File: src/rtl/mem_access_unit_if.sv
// Request/response and memory-side bundle between the control FSM, the memory and mem_access_unit.
// The misaligned flag exists only when ALIGN_CHECK_EN is defined.
interface mem_access_unit_if;
    logic        start;
    logic [31:0] addressIn;
    logic [2:0]  op;
    logic [31:0] storeData;
    logic [31:0] mem_addr;
    logic        mem_wr;
    logic [31:0] mem_wdata;
    logic [31:0] mem_rdata;
    logic [31:0] loadData;
    logic        busy;
    logic        done;
`ifdef ALIGN_CHECK_EN
    logic        misaligned;
`endif

    modport master (
        output start, addressIn, op, storeData, mem_rdata,
        input  mem_addr, mem_wr, mem_wdata, loadData, busy, done
`ifdef ALIGN_CHECK_EN
        , input misaligned
`endif
    );

    modport slave (
        input  start, addressIn, op, storeData, mem_rdata,
        output mem_addr, mem_wr, mem_wdata, loadData, busy, done
`ifdef ALIGN_CHECK_EN
        , output misaligned
`endif
    );
endinterface

File: src/rtl/mem_access_unit.sv
// Load/store sequencer for a word-wide synchronous memory: sized loads, read-modify-write sub-word stores.
// Optional alignment fault detection is enabled by defining ALIGN_CHECK_EN.
module mem_access_unit #(
    parameter int MEM_LATENCY = 1
) (
    input logic              clk,
    input logic              reset,
    mem_access_unit_if.slave bus
);
    localparam logic [2:0] OP_LW  = 3'd0;
    localparam logic [2:0] OP_LH  = 3'd1;
    localparam logic [2:0] OP_LB  = 3'd2;
    localparam logic [2:0] OP_LHU = 3'd3;
    localparam logic [2:0] OP_LBU = 3'd4;
    localparam logic [2:0] OP_SW  = 3'd5;
    localparam logic [2:0] OP_SH  = 3'd6;
    localparam logic [2:0] OP_SB  = 3'd7;
    localparam logic [2:0] LAST_CNT = 3'(MEM_LATENCY);

    typedef enum logic [1:0] {IDLE, READ, WRITE, DONE} state_t;

    state_t      state_reg, state_next;
    logic [2:0]  cnt_reg, cnt_next;
    logic [2:0]  op_reg, op_next;
    logic [1:0]  lo_reg, lo_next;
    logic [15:0] sdata_reg, sdata_next;
    logic [31:0] mem_addr_reg, mem_addr_next;
    logic [31:0] mem_wdata_reg, mem_wdata_next;
    logic [31:0] load_reg, load_next;
    logic        mem_wr_reg, mem_wr_next;
    logic        busy_reg, busy_next;
    logic        done_reg, done_next;
    logic [31:0] merged;
`ifdef ALIGN_CHECK_EN
    logic        mis_reg, mis_next;

    function automatic logic is_misaligned(input logic [2:0] o, input logic [1:0] lo);
        case (o)
            OP_LW, OP_SW:         return lo != 2'b00;
            OP_LH, OP_LHU, OP_SH: return lo[0];
            default:              return 1'b0;
        endcase
    endfunction
`endif

    function automatic logic [31:0] extend_load(input logic [31:0] w, input logic [2:0] o,
                                                input logic [1:0] lo);
        logic [7:0]  b;
        logic [15:0] h;
        b = 8'(w >> {lo, 3'b000});
        h = 16'(w >> {lo[1], 4'b0000});
        case (o)
            OP_LH:   return {{16{h[15]}}, h};
            OP_LB:   return {{24{b[7]}}, b};
            OP_LHU:  return {16'h0000, h};
            OP_LBU:  return {24'h000000, b};
            default: return w;
        endcase
    endfunction

    // Sub-word store merge: each byte lane takes store data if addressed, else keeps the read word.
    generate
        for (genvar gi = 0; gi < 4; gi++) begin : g_lane
            logic lane_sel;
            assign lane_sel = (op_reg == OP_SB) ? (lo_reg == 2'(gi)) : (lo_reg[1] == 1'(gi / 2));
            assign merged[8*gi +: 8] = !lane_sel ? bus.mem_rdata[8*gi +: 8] :
                                       ((op_reg == OP_SB) || (gi % 2 == 0)) ? sdata_reg[7:0] :
                                       sdata_reg[15:8];
        end
    endgenerate

    always_comb begin
        state_next     = state_reg;
        cnt_next       = cnt_reg;
        op_next        = op_reg;
        lo_next        = lo_reg;
        sdata_next     = sdata_reg;
        mem_addr_next  = mem_addr_reg;
        mem_wdata_next = mem_wdata_reg;
        load_next      = load_reg;
        mem_wr_next    = 1'b0;
        done_next      = 1'b0;
`ifdef ALIGN_CHECK_EN
        mis_next       = 1'b0;
`endif
        case (state_reg)
            IDLE: begin
                if (bus.start) begin
                    op_next    = bus.op;
                    lo_next    = bus.addressIn[1:0];
                    sdata_next = bus.storeData[15:0];
`ifdef ALIGN_CHECK_EN
                    if (is_misaligned(bus.op, bus.addressIn[1:0])) begin
                        state_next = DONE;
                        done_next  = 1'b1;
                        mis_next   = 1'b1;
                    end else
`endif
                    if (bus.op == OP_SW) begin
                        mem_addr_next  = {bus.addressIn[31:2], 2'b00};
                        mem_wdata_next = bus.storeData;
                        mem_wr_next    = 1'b1;
                        state_next     = WRITE;
                    end else begin
                        mem_addr_next = {bus.addressIn[31:2], 2'b00};
                        cnt_next      = 3'd0;
                        state_next    = READ;
                    end
                end
            end
            READ: begin
                if (cnt_reg == LAST_CNT) begin
                    cnt_next = 3'd0;
                    if (op_reg == OP_SH || op_reg == OP_SB) begin
                        mem_wdata_next = merged;
                        mem_wr_next    = 1'b1;
                        state_next     = WRITE;
                    end else begin
                        load_next  = extend_load(bus.mem_rdata, op_reg, lo_reg);
                        done_next  = 1'b1;
                        state_next = DONE;
                    end
                end else begin
                    cnt_next = cnt_reg + 3'd1;
                end
            end
            WRITE: begin
                done_next  = 1'b1;
                state_next = DONE;
            end
            DONE: state_next = IDLE;
            default: state_next = IDLE;
        endcase
        busy_next = (state_next != IDLE);
    end

    always_ff @(posedge clk) begin
        if (reset) begin
            state_reg     <= IDLE;
            cnt_reg       <= 3'd0;
            op_reg        <= 3'd0;
            lo_reg        <= 2'd0;
            sdata_reg     <= 16'd0;
            mem_addr_reg  <= 32'd0;
            mem_wdata_reg <= 32'd0;
            load_reg      <= 32'd0;
            mem_wr_reg    <= 1'b0;
            busy_reg      <= 1'b0;
            done_reg      <= 1'b0;
`ifdef ALIGN_CHECK_EN
            mis_reg       <= 1'b0;
`endif
        end else begin
            state_reg     <= state_next;
            cnt_reg       <= cnt_next;
            op_reg        <= op_next;
            lo_reg        <= lo_next;
            sdata_reg     <= sdata_next;
            mem_addr_reg  <= mem_addr_next;
            mem_wdata_reg <= mem_wdata_next;
            load_reg      <= load_next;
            mem_wr_reg    <= mem_wr_next;
            busy_reg      <= busy_next;
            done_reg      <= done_next;
`ifdef ALIGN_CHECK_EN
            mis_reg       <= mis_next;
`endif
        end
    end

    assign bus.mem_addr  = mem_addr_reg;
    assign bus.mem_wr    = mem_wr_reg;
    assign bus.mem_wdata = mem_wdata_reg;
    assign bus.loadData  = load_reg;
    assign bus.busy      = busy_reg;
    assign bus.done      = done_reg;
`ifdef ALIGN_CHECK_EN
    assign bus.misaligned = mis_reg;
`endif
endmodule

File: src/flat_wrapper.sv
// flat-port wrapper written by rule: the top's interface ports become plain ports
module mem_access_unit_flat 
#(
    parameter int MEM_LATENCY = 1
)
  (clk, reset, bus_start, bus_addressIn, bus_op, bus_storeData, bus_mem_rdata, bus_mem_addr, bus_mem_wr, bus_mem_wdata, bus_loadData, bus_busy, bus_done);
  mem_access_unit_if bus_i ();
  input logic clk;
  input logic reset;
  input wire logic [$bits(bus_i.start)-1:0] bus_start;
  input wire logic [$bits(bus_i.addressIn)-1:0] bus_addressIn;
  input wire logic [$bits(bus_i.op)-1:0] bus_op;
  input wire logic [$bits(bus_i.storeData)-1:0] bus_storeData;
  input wire logic [$bits(bus_i.mem_rdata)-1:0] bus_mem_rdata;
  output wire logic [$bits(bus_i.mem_addr)-1:0] bus_mem_addr;
  output wire logic [$bits(bus_i.mem_wr)-1:0] bus_mem_wr;
  output wire logic [$bits(bus_i.mem_wdata)-1:0] bus_mem_wdata;
  output wire logic [$bits(bus_i.loadData)-1:0] bus_loadData;
  output wire logic [$bits(bus_i.busy)-1:0] bus_busy;
  output wire logic [$bits(bus_i.done)-1:0] bus_done;
  assign bus_i.start = bus_start;
  assign bus_i.addressIn = bus_addressIn;
  assign bus_i.op = bus_op;
  assign bus_i.storeData = bus_storeData;
  assign bus_i.mem_rdata = bus_mem_rdata;
  assign bus_mem_addr = bus_i.mem_addr;
  assign bus_mem_wr = bus_i.mem_wr;
  assign bus_mem_wdata = bus_i.mem_wdata;
  assign bus_loadData = bus_i.loadData;
  assign bus_busy = bus_i.busy;
  assign bus_done = bus_i.done;
  mem_access_unit #(.MEM_LATENCY(MEM_LATENCY)) u_core (.clk(clk), .reset(reset), .bus(bus_i));
endmodule
File: config.mk
export PLATFORM = sky130hd
export DESIGN_NAME = mem_access_unit_flat
export DESIGN_NICKNAME = d
export VERILOG_FILES = /design/src/rtl/mem_access_unit_if.sv /design/src/rtl/mem_access_unit.sv /design/src/flat_wrapper.sv
export SDC_FILE = /design/constraint.sdc
export NUM_CORES = 1
export LEC_CHECK = 0
export BUFFER_PORTS_ARGS = -buffer_cell sky130_fd_sc_hd__buf_2
export CAP_MARGIN = 10
export CORE_MARGIN = 5
export CORE_UTILIZATION = 51
export CTS_BUF_LIST = sky130_fd_sc_hd__clkbuf_16
export DETAILED_ROUTE_END_ITERATION = 6
export GPL_TIMING_DRIVEN = 1
export PLACE_DENSITY = 0.86
export SLEW_MARGIN = 20
export SYNTH_ARGS = -nofsm -noshare
export SYNTH_HDL_FRONTEND = slang
export SYNTH_SLANG_ARGS = --single-unit
File: constraint.sdc
create_clock -name clk -period 2.6 [get_ports clk]
set_input_delay 0.52 -clock clk [delete_from_list [all_inputs] [get_ports clk]]
set_output_delay 0.52 -clock clk [all_outputs]
set_load 0.1 [all_outputs]
Yosys cells after proc, flatten, opt, wreduce, memory -nomap -nowiden

Index checks and enable logic that the tools add are counted.

Register bits: 123
Bits of input ports: 102
Word-level logic and storage cells: 76

$add $sub $neg: 1
Eq/ne operators: 19
Shift-type cells: 2
Multiplexer cells: 32
Bitwise logic cells: 2
Reduce and logical (&&, ||, !) cells: 9

Operators by type and width:

| kind                | number |
|---|---|
| $mux 32             | 4 |
| $pmux 32 s4         | 1 |
| $pmux 32 s2         | 1 |
| $mux 8              | 5 |
| $shr 32x5->16       | 1 |
| $shr 32x5->8        | 1 |
| $eq 3x3->1 const B  | 4 |
| $mux 1              | 11 |
| $mux 3              | 3 |
| $eq 2x2->1 const B  | 4 |
| $pmux 2 s4          | 1 |
| $eq 3x1->1 const B  | 2 |
| $eq 3x2->1 const B  | 2 |
| $mux 2              | 3 |
| $ne 2x1->1 const B  | 3 |
| $pmux 3 s2          | 1 |
| $reduce_and 3->1    | 2 |
| $reduce_and 5->1    | 1 |
| $eq 2x1->1 const B  | 2 |
| $logic_not 2->1     | 2 |
| $ne 2x2->1 const B  | 2 |
| $pmux 1 s2          | 2 |
| $reduce_bool 2->1   | 2 |
| $add 3x1->3 const B | 1 |
| 3 further kinds     | 4 |

Depth between registers and ports, before layout

Depth after elaboration: 6
Mapped depth: 8
Depth with buffers taken out: 6

Worst setup path after synthesis

No wires, ideal clock.

Path kind: flip-flop to flip-flop
From: reg u_core.state_reg[0]
To: reg u_core.mem_wdata_reg[22] (netlist: u_core.bus.mem_wdata[22])
Arrival: 1.896 ns
Data required time: 2.512 ns
Setup slack: 0.616 ns
Cell stages (with the launch flop): 9
Path buffers: 2
Period minus slack after synthesis: 1.984 ns
Cells stage by stage: dfxtp_1 inv_1 ha_1 clkbuf_1 nor2b_1 a41oi_4 buf_6 or4_1 o32ai_2

Longest elaborated chain between the ends: 3
Elaborated cells between the ends (all ways): 9
Those cells by class: 5 x eq/ne; 1 x mux; 3 x reduce/logical

Ends and longest elaborated chain:

| item                                                 | RTL line               | RTL |
|---|---|---|
| start, declared                                      | mem_access_unit.sv:22  | `state_t state_reg, state_next;` |
| start signal, assigned                               | mem_access_unit.sv:154 | `state_reg <= state_next;` |
| $eq 2x1->1 / $logic_not 2->1 (equally long branches) | mem_access_unit.sv:86  | `case (state_reg)` |
| $ne 2x1->1 (no line), or another cell as far along   | --                     |  |
| $reduce_and 5->1 (no line)                           | --                     |  |
| end signal, assigned                                 | mem_access_unit.sv:160 | `mem_wdata_reg <= mem_wdata_next;` |
| end, declared                                        | mem_access_unit.sv:28  | `logic [31:0] mem_wdata_reg, mem_wdata_next;` |

Parallel ways exist; a longest one is shown, timed or not.
A chain may end at the register's enable or synchronous reset.

Worst setup path in the final report

From: reg u_core.state_reg[1]
To: reg u_core.mem_wdata_reg[13] (netlist: u_core.bus.mem_wdata[13])

The elaborated chain is that of the path after synthesis.

==> results.md <==
* Synth cell types at 56
* Most frequent CP cell: buf_4
* Fin crit period at 2.30 ns
* Metal-1 WL at 7830 um
* Met3 routed WL at 2340 um
* Fraction of registers with async set/reset at 0
* Post-CTS sizing at 0
* Hold Slack at 0.331 ns
* Sequential share of the synthesized area at 0.403
* Global route total overflow at 0
* Die Span X at 119 um
* Via density at 5.90
* Initial Util at 0.515
* Antenna violations before repair at 0
* PD cells at 1370 mW/mm^2
* Final setup TNS at 0 ns
* GRT Overall Usage at 0.276
* Synthesized instance count at 762
* Multi-input logic area at 0.00328 mm^2
* Final Max Slew Viols at 0
* First-pass GRT wire length at 31300 um
* WL met2 at 8890 um
* Clk slew on worst S/H paths at 0.06 ns
* Relative slew margins at 0.506
* Share of layout cells above drive strength 1 at 0.282
* Max-cap violations at 0
* Total routed wirelength at 19900 um
* Core Footprint at 0.0119 mm^2
* WS Path Type: reg2reg
* Slew @ Worst Pin at 0.741 ns
* Reg area at 0.00246 mm^2
* Crit share post-route at 0.886
* Via count at 6420
* Crit path required time at 2.92 ns
* Peak Freq at 434 MHz
* Vias in the first global route at 6057
* Status: finished, final reports clean
* Layout Nets at 1034
* Skew final at 0.00673 ns
* Final weighted congestion in routability-driven placement at 0.910
* Setup bufs post-CTS at 0
* Max Buffers Root-to-Sink at 2
* Leak pwr at 3.23 nW
* Synth warn at 0
* Worst IR Drop VDD at 0.785 mV
* Layout fillers at 1010
* DR top layer: met4
* Synth top area share at 0.403
* CP Launch Type: flop
* DP HPWL at 14200 um
* # IOs at 201
* Largest net degree at the start of global routing at 64
* Crit. End Element: flop
* Max incr delay on CP at 0.49 ns
* Top cells by area, synth: dfxtp_1 40%, nand2_1 8.2%, a21oi_1 7.5%
* Root Buffer: clkbuf_16
* Drt wl/cell at 18.3 um
* Row cnt at 40
* Top FF cell, synth: dfxtp_1
* Area Growth Syn to Fin at 27.1%
* Crit-path slowest cell: buf_4
* Clk_lat worst skew at 0.42 ns
* CTS Buf Count at 17
* Sequence of cells on the critical path: inv_1 > ha_2 > buf_4 > a41o_1 > buf_4 > a21oi_1 > a311oi_1
* Die Footprint at 0.0143 mm^2
* DRT iter0 DRCs at 513
* # port buffers at 198
* TritonRoute pass-1 iters at 5
* Antenna viol nets, final at 0
* Hold Vio Cnt, Final at 0
* Critical path fanouts, max at 61
* Hold Path Class: in2reg
* CP Data Arrival Time at 2.62 ns
* Leading area contributor after synthesis: dfxtp_1
* EDFF count, synth at 0
* Cts hold-fix bufs at 0
* Synth Cell Area at 0.00611 mm^2
* DRC at 0
* Number of synthesized register bits at 123
* RSZ-0062 raised after global routing: false
* Die Height at 119 um
* TritonCTS clock tree: done
* Clock H-tree levels at 4
* Final setup viols at 0
* Sinks on the clock net at 123
* Mapped Avg Cell Area at 8.02 um^2
[power breakdown]
group	internal [mW]	switching, mW	leakage, nW
sequential	2.31	0.287	1.00
combinational	1.30	4.28	1.93
clock	1.58	0.864	0.301
total	5.19	5.43	3.23
[synth_stat cells, types with 3 or more instances]
cell type and count:
nor2_1 56, mux2i_1 14, ha_1 4, and3_1 3
o21ai_0 32, a211oi_1 30, clkbuf_1 41, or4_1 8
inv_1 12, nor3b_1 9, a21oi_1 92, nand3_1 11
a311oi_1 19, a2111oi_1 4, nand2b_1 28, nand3b_1 6
o221ai_1 8, nand2_1 133, o32ai_1 6, o2111ai_1 16
mux2_2 4, dfxtp_1 123, buf_1 9, buf_4 5
o31a_1 8, a22oi_1 8, buf_2 18, nor2b_1 18
[metal layers]
metal  vias up  track usage
met5         -            0
met4         0        0.150
met3        63       0.0916
met2       401        0.419
met1      2898        0.347
li1       3058            -
[path summary, 6_finish.rpt]
| check | startpoint | endpoint | slack (ns) | depth (start not counted) |
|---|---|---|---|---|
| worst min register to register | u_core.bus.mem_addr[3] | u_core.bus.mem_addr[3] | 0.45 | 2 |
| worst max register to register | u_core.state_reg[1] | u_core.bus.mem_wdata[13] | 0.30 | 7 |
| worst min-delay path | bus_addressIn[21] | u_core.bus.mem_addr[21] | 0.33 | 3 |
| worst max-delay path | u_core.state_reg[1] | u_core.bus.mem_wdata[13] | 0.30 | 7 |
[logic make-up after synthesis]
family / after synthesis / synth area share
compound gates: 241 / 0.270
xor+xnor: 2 / 0.00287
fa+ha+maj: 4 / 0.00819
buf+inv: 87 / 0.0614
flops: 123 / 0.403
mux: 19 / 0.0340
other cells: 1 / 0.000614
simple gates: 285 / 0.220
[placed cells by master, fill, tap and decap left out, types with 3 or more instances in the layout]
cell type / count
o21ai_0: 32
inv_1: 13
mux2_2: 4
nand2_1: 133
a2111oi_1: 4
a311oi_1: 19
a211oi_1: 30
o32ai_1: 6
dfxtp_1: 123
nor2_1: 56
nand3_1: 11
nor3b_1: 9
o221ai_1: 8
nand3b_1: 6
ha_1: 3
and3_1: 3
a21oi_1: 92
buf_4: 21
a22oi_1: 8
nor2b_1: 18
clkinv_2: 6
buf_2: 197
or4_1: 8
o2111ai_1: 16
o31a_1: 8
clkbuf_16: 17
bufinv_16: 4
mux2i_1: 14
nand2b_1: 28
[through the flow]
stage / utilization / instance area, um^2 / total power, mW / worst slack [ns] / instances
after CTS: 0.655 / 7760 / 10.6 / 0.308 / 1088
after global placement: 0.603 / 7160 / 8.06 / 0.361 / 1056
after floorplan: - / 6110 / 7.08 / 0.616 / 763
final: 0.655 / 7770 / 10.6 / 0.297 / 1089
after detailed placement: 0.603 / 7160 / 8.13 / 0.319 / 1056
after global routing: 0.655 / 7760 / 11.1 / 0.136 / 1088
[worst max-delay path, delay by kind of cell, from the launching register on]
family | cells | cell delay, ns
buffers and inverters | 3 | 0.88
AO/OA/AOI/OAI | 3 | 0.67
flip-flops | 1 | 0.32
adder cells (fa/ha/maj) | 1 | 0.31
[final cells by class]
class                   count  share of cell area
flip-flops and latches    123               0.317
repair buffers            220               0.152
inverters                  13             0.00628
well taps                 147              0.0237
diodes                      1            0.000322
multi-input cells         553               0.422
clock buffers              17              0.0548
clock inverters            15              0.0234
(Power assumes the default switching activity.)
